<file path="src/rtl/led_mode_sequencer.sv">
// rtl/led_mode_sequencer.sv - push-button LED mode sequencer (OFF/ON/SLOW/FAST)
// Optional long-press-to-OFF classification: LED_SEQ_LONGPRESS_EN
module led_mode_sequencer #(
    parameter int unsigned DEBOUNCE_CYCLES   = 1_250_000,
    parameter int unsigned LONG_PRESS_CYCLES = 125_000_000,
    parameter int unsigned SLOW_HALF_CYCLES  = 62_500_000,
    parameter int unsigned FAST_HALF_CYCLES  = 12_500_000
) (
    input  logic       clk,
    input  logic       rst_n,
    input  logic       button,
    output logic       led,
    output logic [1:0] mode,
    output logic       mode_change
);

    localparam int unsigned HALF_MAX = (SLOW_HALF_CYCLES > FAST_HALF_CYCLES) ?
                                       SLOW_HALF_CYCLES : FAST_HALF_CYCLES;
    localparam int DB_W   = $clog2(DEBOUNCE_CYCLES + 1);
    localparam int PH_W   = $clog2(HALF_MAX + 1);
    localparam int HOLD_W = $clog2(LONG_PRESS_CYCLES + 1);

    generate
        if (DEBOUNCE_CYCLES < 1 || LONG_PRESS_CYCLES <= DEBOUNCE_CYCLES) begin : g_param_check
            $error("led_mode_sequencer: illegal debounce/long-press parameters");
        end
    endgenerate

    typedef enum logic [1:0] {
        MODE_OFF  = 2'd0,
        MODE_ON   = 2'd1,
        MODE_SLOW = 2'd2,
        MODE_FAST = 2'd3
    } mode_e;

    logic            sync1_q, sync1_d;
    logic            btn_s_q, btn_s_d;
    logic            btn_d_q, btn_d_d;
    logic            btn_d_prev_q, btn_d_prev_d;
    logic [DB_W-1:0] db_cnt_q, db_cnt_d;
    mode_e           mode_q, mode_d;
    logic            led_q, led_d;
    logic            mode_change_q, mode_change_d;
    logic [PH_W-1:0] phase_q, phase_d;
    logic [PH_W-1:0] half_last;
    logic            short_evt;
    logic            long_evt;

`ifdef LED_SEQ_LONGPRESS_EN
    logic [HOLD_W-1:0] hold_q, hold_d;
    logic              long_fired_q, long_fired_d;
`endif

    always_comb begin
        sync1_d      = button;
        btn_s_d      = sync1_q;
        btn_d_d      = btn_d_q;
        btn_d_prev_d = btn_d_q;
        db_cnt_d     = '0;
        short_evt    = 1'b0;
        long_evt     = 1'b0;

        // Counter only runs while the synchronised level disagrees with the accepted one
        if (btn_s_q != btn_d_q) begin
            if (db_cnt_q == DB_W'(DEBOUNCE_CYCLES - 1)) begin
                btn_d_d  = btn_s_q;
                db_cnt_d = '0;
            end else begin
                db_cnt_d = db_cnt_q + DB_W'(1);
            end
        end

`ifdef LED_SEQ_LONGPRESS_EN
        hold_d       = hold_q;
        long_fired_d = long_fired_q;
        if (btn_d_d && !btn_d_q) begin
            hold_d       = '0;
            long_fired_d = 1'b0;
        end else if (btn_d_q && (hold_q != HOLD_W'(LONG_PRESS_CYCLES))) begin
            hold_d = hold_q + HOLD_W'(1);
        end
        long_evt  = btn_d_q && (hold_q == HOLD_W'(LONG_PRESS_CYCLES)) && !long_fired_q;
        if (long_evt) begin
            long_fired_d = 1'b1;
        end
        short_evt = !btn_d_q && btn_d_prev_q && !long_fired_q;
`else
        short_evt = btn_d_q && !btn_d_prev_q;
`endif

        mode_d = mode_q;
        if (long_evt) begin
            mode_d = MODE_OFF;
        end else if (short_evt) begin
            mode_d = mode_e'(mode_q + 2'd1);
        end
        mode_change_d = (mode_d != mode_q);

        // LED follows the next mode so it changes in the same cycle as mode
        half_last = (mode_q == MODE_SLOW) ? PH_W'(SLOW_HALF_CYCLES - 1)
                                          : PH_W'(FAST_HALF_CYCLES - 1);
        phase_d   = '0;
        led_d     = led_q;
        case (mode_d)
            MODE_OFF: led_d = 1'b0;
            MODE_ON:  led_d = 1'b1;
            MODE_SLOW, MODE_FAST: begin
                if (mode_d != mode_q) begin
                    led_d = 1'b1;
                end else if (phase_q == half_last) begin
                    led_d = ~led_q;
                end else begin
                    phase_d = phase_q + PH_W'(1);
                end
            end
        endcase
    end

    always_ff @(posedge clk or negedge rst_n) begin
        if (!rst_n) begin
            sync1_q       <= 1'b0;
            btn_s_q       <= 1'b0;
            btn_d_q       <= 1'b0;
            btn_d_prev_q  <= 1'b0;
            db_cnt_q      <= '0;
            mode_q        <= MODE_OFF;
            led_q         <= 1'b0;
            mode_change_q <= 1'b0;
            phase_q       <= '0;
`ifdef LED_SEQ_LONGPRESS_EN
            hold_q        <= '0;
            long_fired_q  <= 1'b0;
`endif
        end else begin
            sync1_q       <= sync1_d;
            btn_s_q       <= btn_s_d;
            btn_d_q       <= btn_d_d;
            btn_d_prev_q  <= btn_d_prev_d;
            db_cnt_q      <= db_cnt_d;
            mode_q        <= mode_d;
            led_q         <= led_d;
            mode_change_q <= mode_change_d;
            phase_q       <= phase_d;
`ifdef LED_SEQ_LONGPRESS_EN
            hold_q        <= hold_d;
            long_fired_q  <= long_fired_d;
`endif
        end
    end

    assign led         = led_q;
    assign mode        = mode_q;
    assign mode_change = mode_change_q;

endmodule

</file>
<file path="config.mk">
export PLATFORM = sky130hd
export DESIGN_NAME = led_mode_sequencer
export DESIGN_NICKNAME = d
export VERILOG_FILES = /design/src/rtl/led_mode_sequencer.sv
export SDC_FILE = /design/constraint.sdc
export NUM_CORES = 1
export LEC_CHECK = 0
export ABC_CLOCK_PERIOD_IN_PS = 2300
export CELL_PAD_IN_SITES_DETAIL_PLACEMENT = 1
export CELL_PAD_IN_SITES_GLOBAL_PLACEMENT = 2
export CORE_UTILIZATION = 40
export DETAILED_ROUTE_END_ITERATION = 8
export GPL_TIMING_DRIVEN = 1
export PLACE_DENSITY_LB_ADDON = 0.1
export SLEW_MARGIN = 20
export SYNTH_ARGS = -nofsm -noshare
export SYNTH_HDL_FRONTEND = slang
export SYNTH_SLANG_ARGS = --single-unit
export TNS_END_PERCENT = 10
</file>
<file path="constraint.sdc">
create_clock -name clk -period 2.3 [get_ports clk]
set_clock_uncertainty 0.05 [all_clocks]
set_input_delay 0.345 -clock clk [delete_from_list [all_inputs] [get_ports clk]]
set_output_delay 0.345 -clock clk [all_outputs]
set_load 0.005 [all_outputs]
</file>
==> run summary <==
- 0 — Final Hold Fails
- 0.00265 mm^2 — cell area after technology mapping
- 10 — Max Fanout on Critical Path
- 2340 ps — Arr. time, crit path
- sky130_fd_sc_hd__clkbuf_8 — clock root buffer
- 0 — Congestion Overflow GR
- 110 ps — clock slew at reported path FFs
- primary input to asynchronous set/reset pin — worst min-delay path class
- 0 — buffers inserted by post-CTS timing repair
- 0 ps — setup TNS
- 16.9% — overall fraction of global-route tracks in use
- 2190 ps — final critical-path required period
- 0.742 — routability congestion estimate
- 110 ps — setup slack on the worst flop-to-flop path
- 11.9% — area growth from synthesis to layout
- 53.1% — Max-slew headroom
- 0 — count of unresolved DRC violations after routing
- yes — unrepaired setup endpoints after global routing
- 5 — number of CTS-inserted buffers
- 100% — Synth async-reset ratio
- 15.0 um — wire per inst
- yes — TritonCTS clock tree
- 0 — Finish-stage setup viols
- 2 — buffers from clock root to sink, at most
- 310 ps — later-pin clock latency in the skew report
- 74 — number of design-rule violations left by the first detailed-router iteration
- 1,900 — Via Count
- 0.00285 mm^2 — Cell Area, Placed
- 7 — io pins
- 5.22 — Vias/cell
- 0.00694 mm^2 — Die Area
- 271 — syn_nets
- 83.3 um — Die W
- 4 — first-pass detailed-route iteration total
- 1.22 nW — Pleak
- 95.1% — crit share post-route
- 55 — flip-flop and latch count after synthesis
- 0 — yosys synthesis warning count
- 0.271 mV — peak supply drop
- 36.2% — clock network fraction of design power
- 5450 um — routed wire length
- 704 ps — slew at the pin closest to its max-slew limit
- 9.06% — fraction of layout cells with a size suffix above 1
- 0 — initial antenna violation count
- 9430 um — global-route wire length before repair
- 745 — fill cell count
- 32 — post-synthesis cell type count
- 538 mW/mm^2 — power density relative to cell area
- 52.0% — sequential fraction of the synthesis area
- 41.7% — starting utilization of the core area
- 0 — count of flip-flops with a built-in enable after synthesis
- 2 — # H-tree levels
- 6 — # port buffers
- 457 MHz — highest attainable clock frequency
- 1,883 — vias in the first global route
- 265 — synthesized instance count
- 0.00635 mm^2 — Core Box Area
- 0.00123 W — Int Power
- flop — type of destination of the critical path
- 292 — number of nets in the final layout
- completed — status
- 0 — max capacitance violation total
- 3840 um — post-detailed-placement half-perimeter wirelength
- 22.8% — Sw Share
- 2450 ps — required arrival time at the worst endpoint
- 55 — TritonCTS sink count
- flop — kind of start point of the critical path
- 0 — Slew Limit Fails
- 0.00296 mm^2 — Layout Cell Area excl Fill
- flop to flop — critical setup path kind
- 0 — Ant. Diodes
- 56 — pin count of the biggest net entering global routing
- 0.000364 W — net switching power
- 83.3 um — height of the die
- 9.99 um^2 — syn avg cell area
- 2.5% — combinational share of power
- sky130_fd_sc_hd__dfrtp_1 — ys flop type
- 0 — residual antenna-violating net count after detailed routing
- 29 — Placement Rows
- 61.3% — sequential share of power
==> kinds of logic (layout without fill, tap and decap cells) <==
group / count (synthesis) / in the layout / synth area share, %
simple gates: 145 / 145 / 26.9
fa+ha+maj: 3 / 3 / 1.42
flops: 55 / 55 / 52.0
xor+xnor: 46 / 46 / 15.2
compound gates: 5 / 5 / 1.47
buf+inv: 10 / 32 / 2.55
mux: 1 / 1 / 0.426
==> synth_stat cells, types with 2 or more instances <==
| cell type | number | area (um^2) |
|---|---|---|
| sky130_fd_sc_hd__nand4_1 | 12 | 75.1 |
| sky130_fd_sc_hd__inv_1 | 5 | 18.8 |
| sky130_fd_sc_hd__dfrtp_1 | 55 | 1380 |
| sky130_fd_sc_hd__buf_8 | 2 | 30.0 |
| sky130_fd_sc_hd__nor2_1 | 54 | 203 |
| sky130_fd_sc_hd__xor2_1 | 25 | 219 |
| sky130_fd_sc_hd__nand3_1 | 18 | 90.1 |
| sky130_fd_sc_hd__and2_1 | 3 | 18.8 |
| sky130_fd_sc_hd__and4_1 | 3 | 26.3 |
| sky130_fd_sc_hd__ha_1 | 3 | 37.5 |
| sky130_fd_sc_hd__nor4_1 | 6 | 37.5 |
| sky130_fd_sc_hd__and3_1 | 8 | 50.1 |
| sky130_fd_sc_hd__nor3_1 | 9 | 45.0 |
| sky130_fd_sc_hd__nand2_1 | 21 | 78.8 |
| sky130_fd_sc_hd__clkbuf_1 | 2 | 7.51 |
| sky130_fd_sc_hd__xnor2_1 | 21 | 184 |
| sky130_fd_sc_hd__nor4b_1 | 3 | 26.3 |
==> repair_timing <==
| action | CTS | global route |
|---|---|---|
| resized for setup | 0 | 2 |
| endpoints found under the hold margin | 0 | 0 |
| endpoints found under the setup margin | 0 | 24 |
| hold buffers | 0 | 0 |
==> flip-flops by register name, indices dropped and copies added (netlist names) <==
signal,cells
btn_d_prev_d,1
btn_d_prev_q,1
btn_s_d,1
btn_s_q,1
db_cnt_q,21
led,1
mode,2
mode_change,1
phase_q,26
==> layout make-up <==
class,instances,area (um^2),share of cell area [%]
flip-flops and latches,55,1380,46.5
multi-input cells,200,1220,41.1
repair buffers,19,153,5.15
well taps,77,96.3,3.25
clock buffers,6,82.6,2.79
inverters,5,18.8,0.634
clock inverters,2,16.3,0.549
==> power by group through the flow <==
stage               clock [W]  combinational, W  sequential (W)
CTS                  0.000598         0.0000428        0.000978
global placement            0         0.0000424        0.000997
global route         0.000618         0.0000491        0.000979
floorplan                   0         0.0000132        0.000996
detailed placement          0         0.0000429        0.000997
finish               0.000576         0.0000399        0.000978
==> final timing paths <==
kind                          endpoint  cells past startpoint     from
setup / recovery           phase_q[23]                      7  mode[0]
hold / removal             phase_q[14]                      2    rst_n
setup reg to reg           phase_q[23]                      7  mode[0]
hold reg to reg                btn_s_q                      0  btn_s_d
max in group asynchronous      mode[1]                      2    rst_n
min in group clk               btn_s_q                      0  btn_s_d
==> critical path, cell delays in order, from the launching register on <==
cell	delay, ps
sky130_fd_sc_hd__dfrtp_1	360
sky130_fd_sc_hd__inv_1	70
sky130_fd_sc_hd__ha_1	250
sky130_fd_sc_hd__or4_4	540
sky130_fd_sc_hd__a2111oi_4	380
sky130_fd_sc_hd__or2_1	190
sky130_fd_sc_hd__buf_4	180
sky130_fd_sc_hd__nor2_1	60
==> cells in the final DEF, fill, tap and decap left out, types with 8 or more instances in the layout <==
cell type                 netlist  layout
sky130_fd_sc_hd__and3_1         8       8
sky130_fd_sc_hd__xor2_1        25      25
sky130_fd_sc_hd__dfrtp_1       55      55
sky130_fd_sc_hd__nand3_1       18      18
sky130_fd_sc_hd__nand4_1       12      12
sky130_fd_sc_hd__nor3_1         9       9
sky130_fd_sc_hd__nand2_1       21      21
sky130_fd_sc_hd__xnor2_1       21      21
sky130_fd_sc_hd__nor2_1        54      54
sky130_fd_sc_hd__buf_4          0      13
==> per-stage QoR <==
step	hold WS (ps)	util, %	setup slack [ps]	total power (W)	cells
after global routing	193	46.6	-38.4	0.00165	364
after detailed placement	288	44.8	82.7	0.00104	356
after CTS	142	46.4	57.7	0.00162	364
after floorplan	-0.591	-	101	0.00101	265
after global placement	303	44.8	194	0.00104	356
final	113	46.6	113	0.00159	364
==> routing by layer <==
layer | global-route usage [%] | vias up | part of all wire [%]
met5 | 0 | - | 0
met4 | 5.17 | 0 | 0.97
met3 | 2.68 | 4 | 2.0
met2 | 23.8 | 11 | 43
met1 | 26.3 | 950 | 54
li1 | - | 935 | -
(Power assumes the default switching activity.)
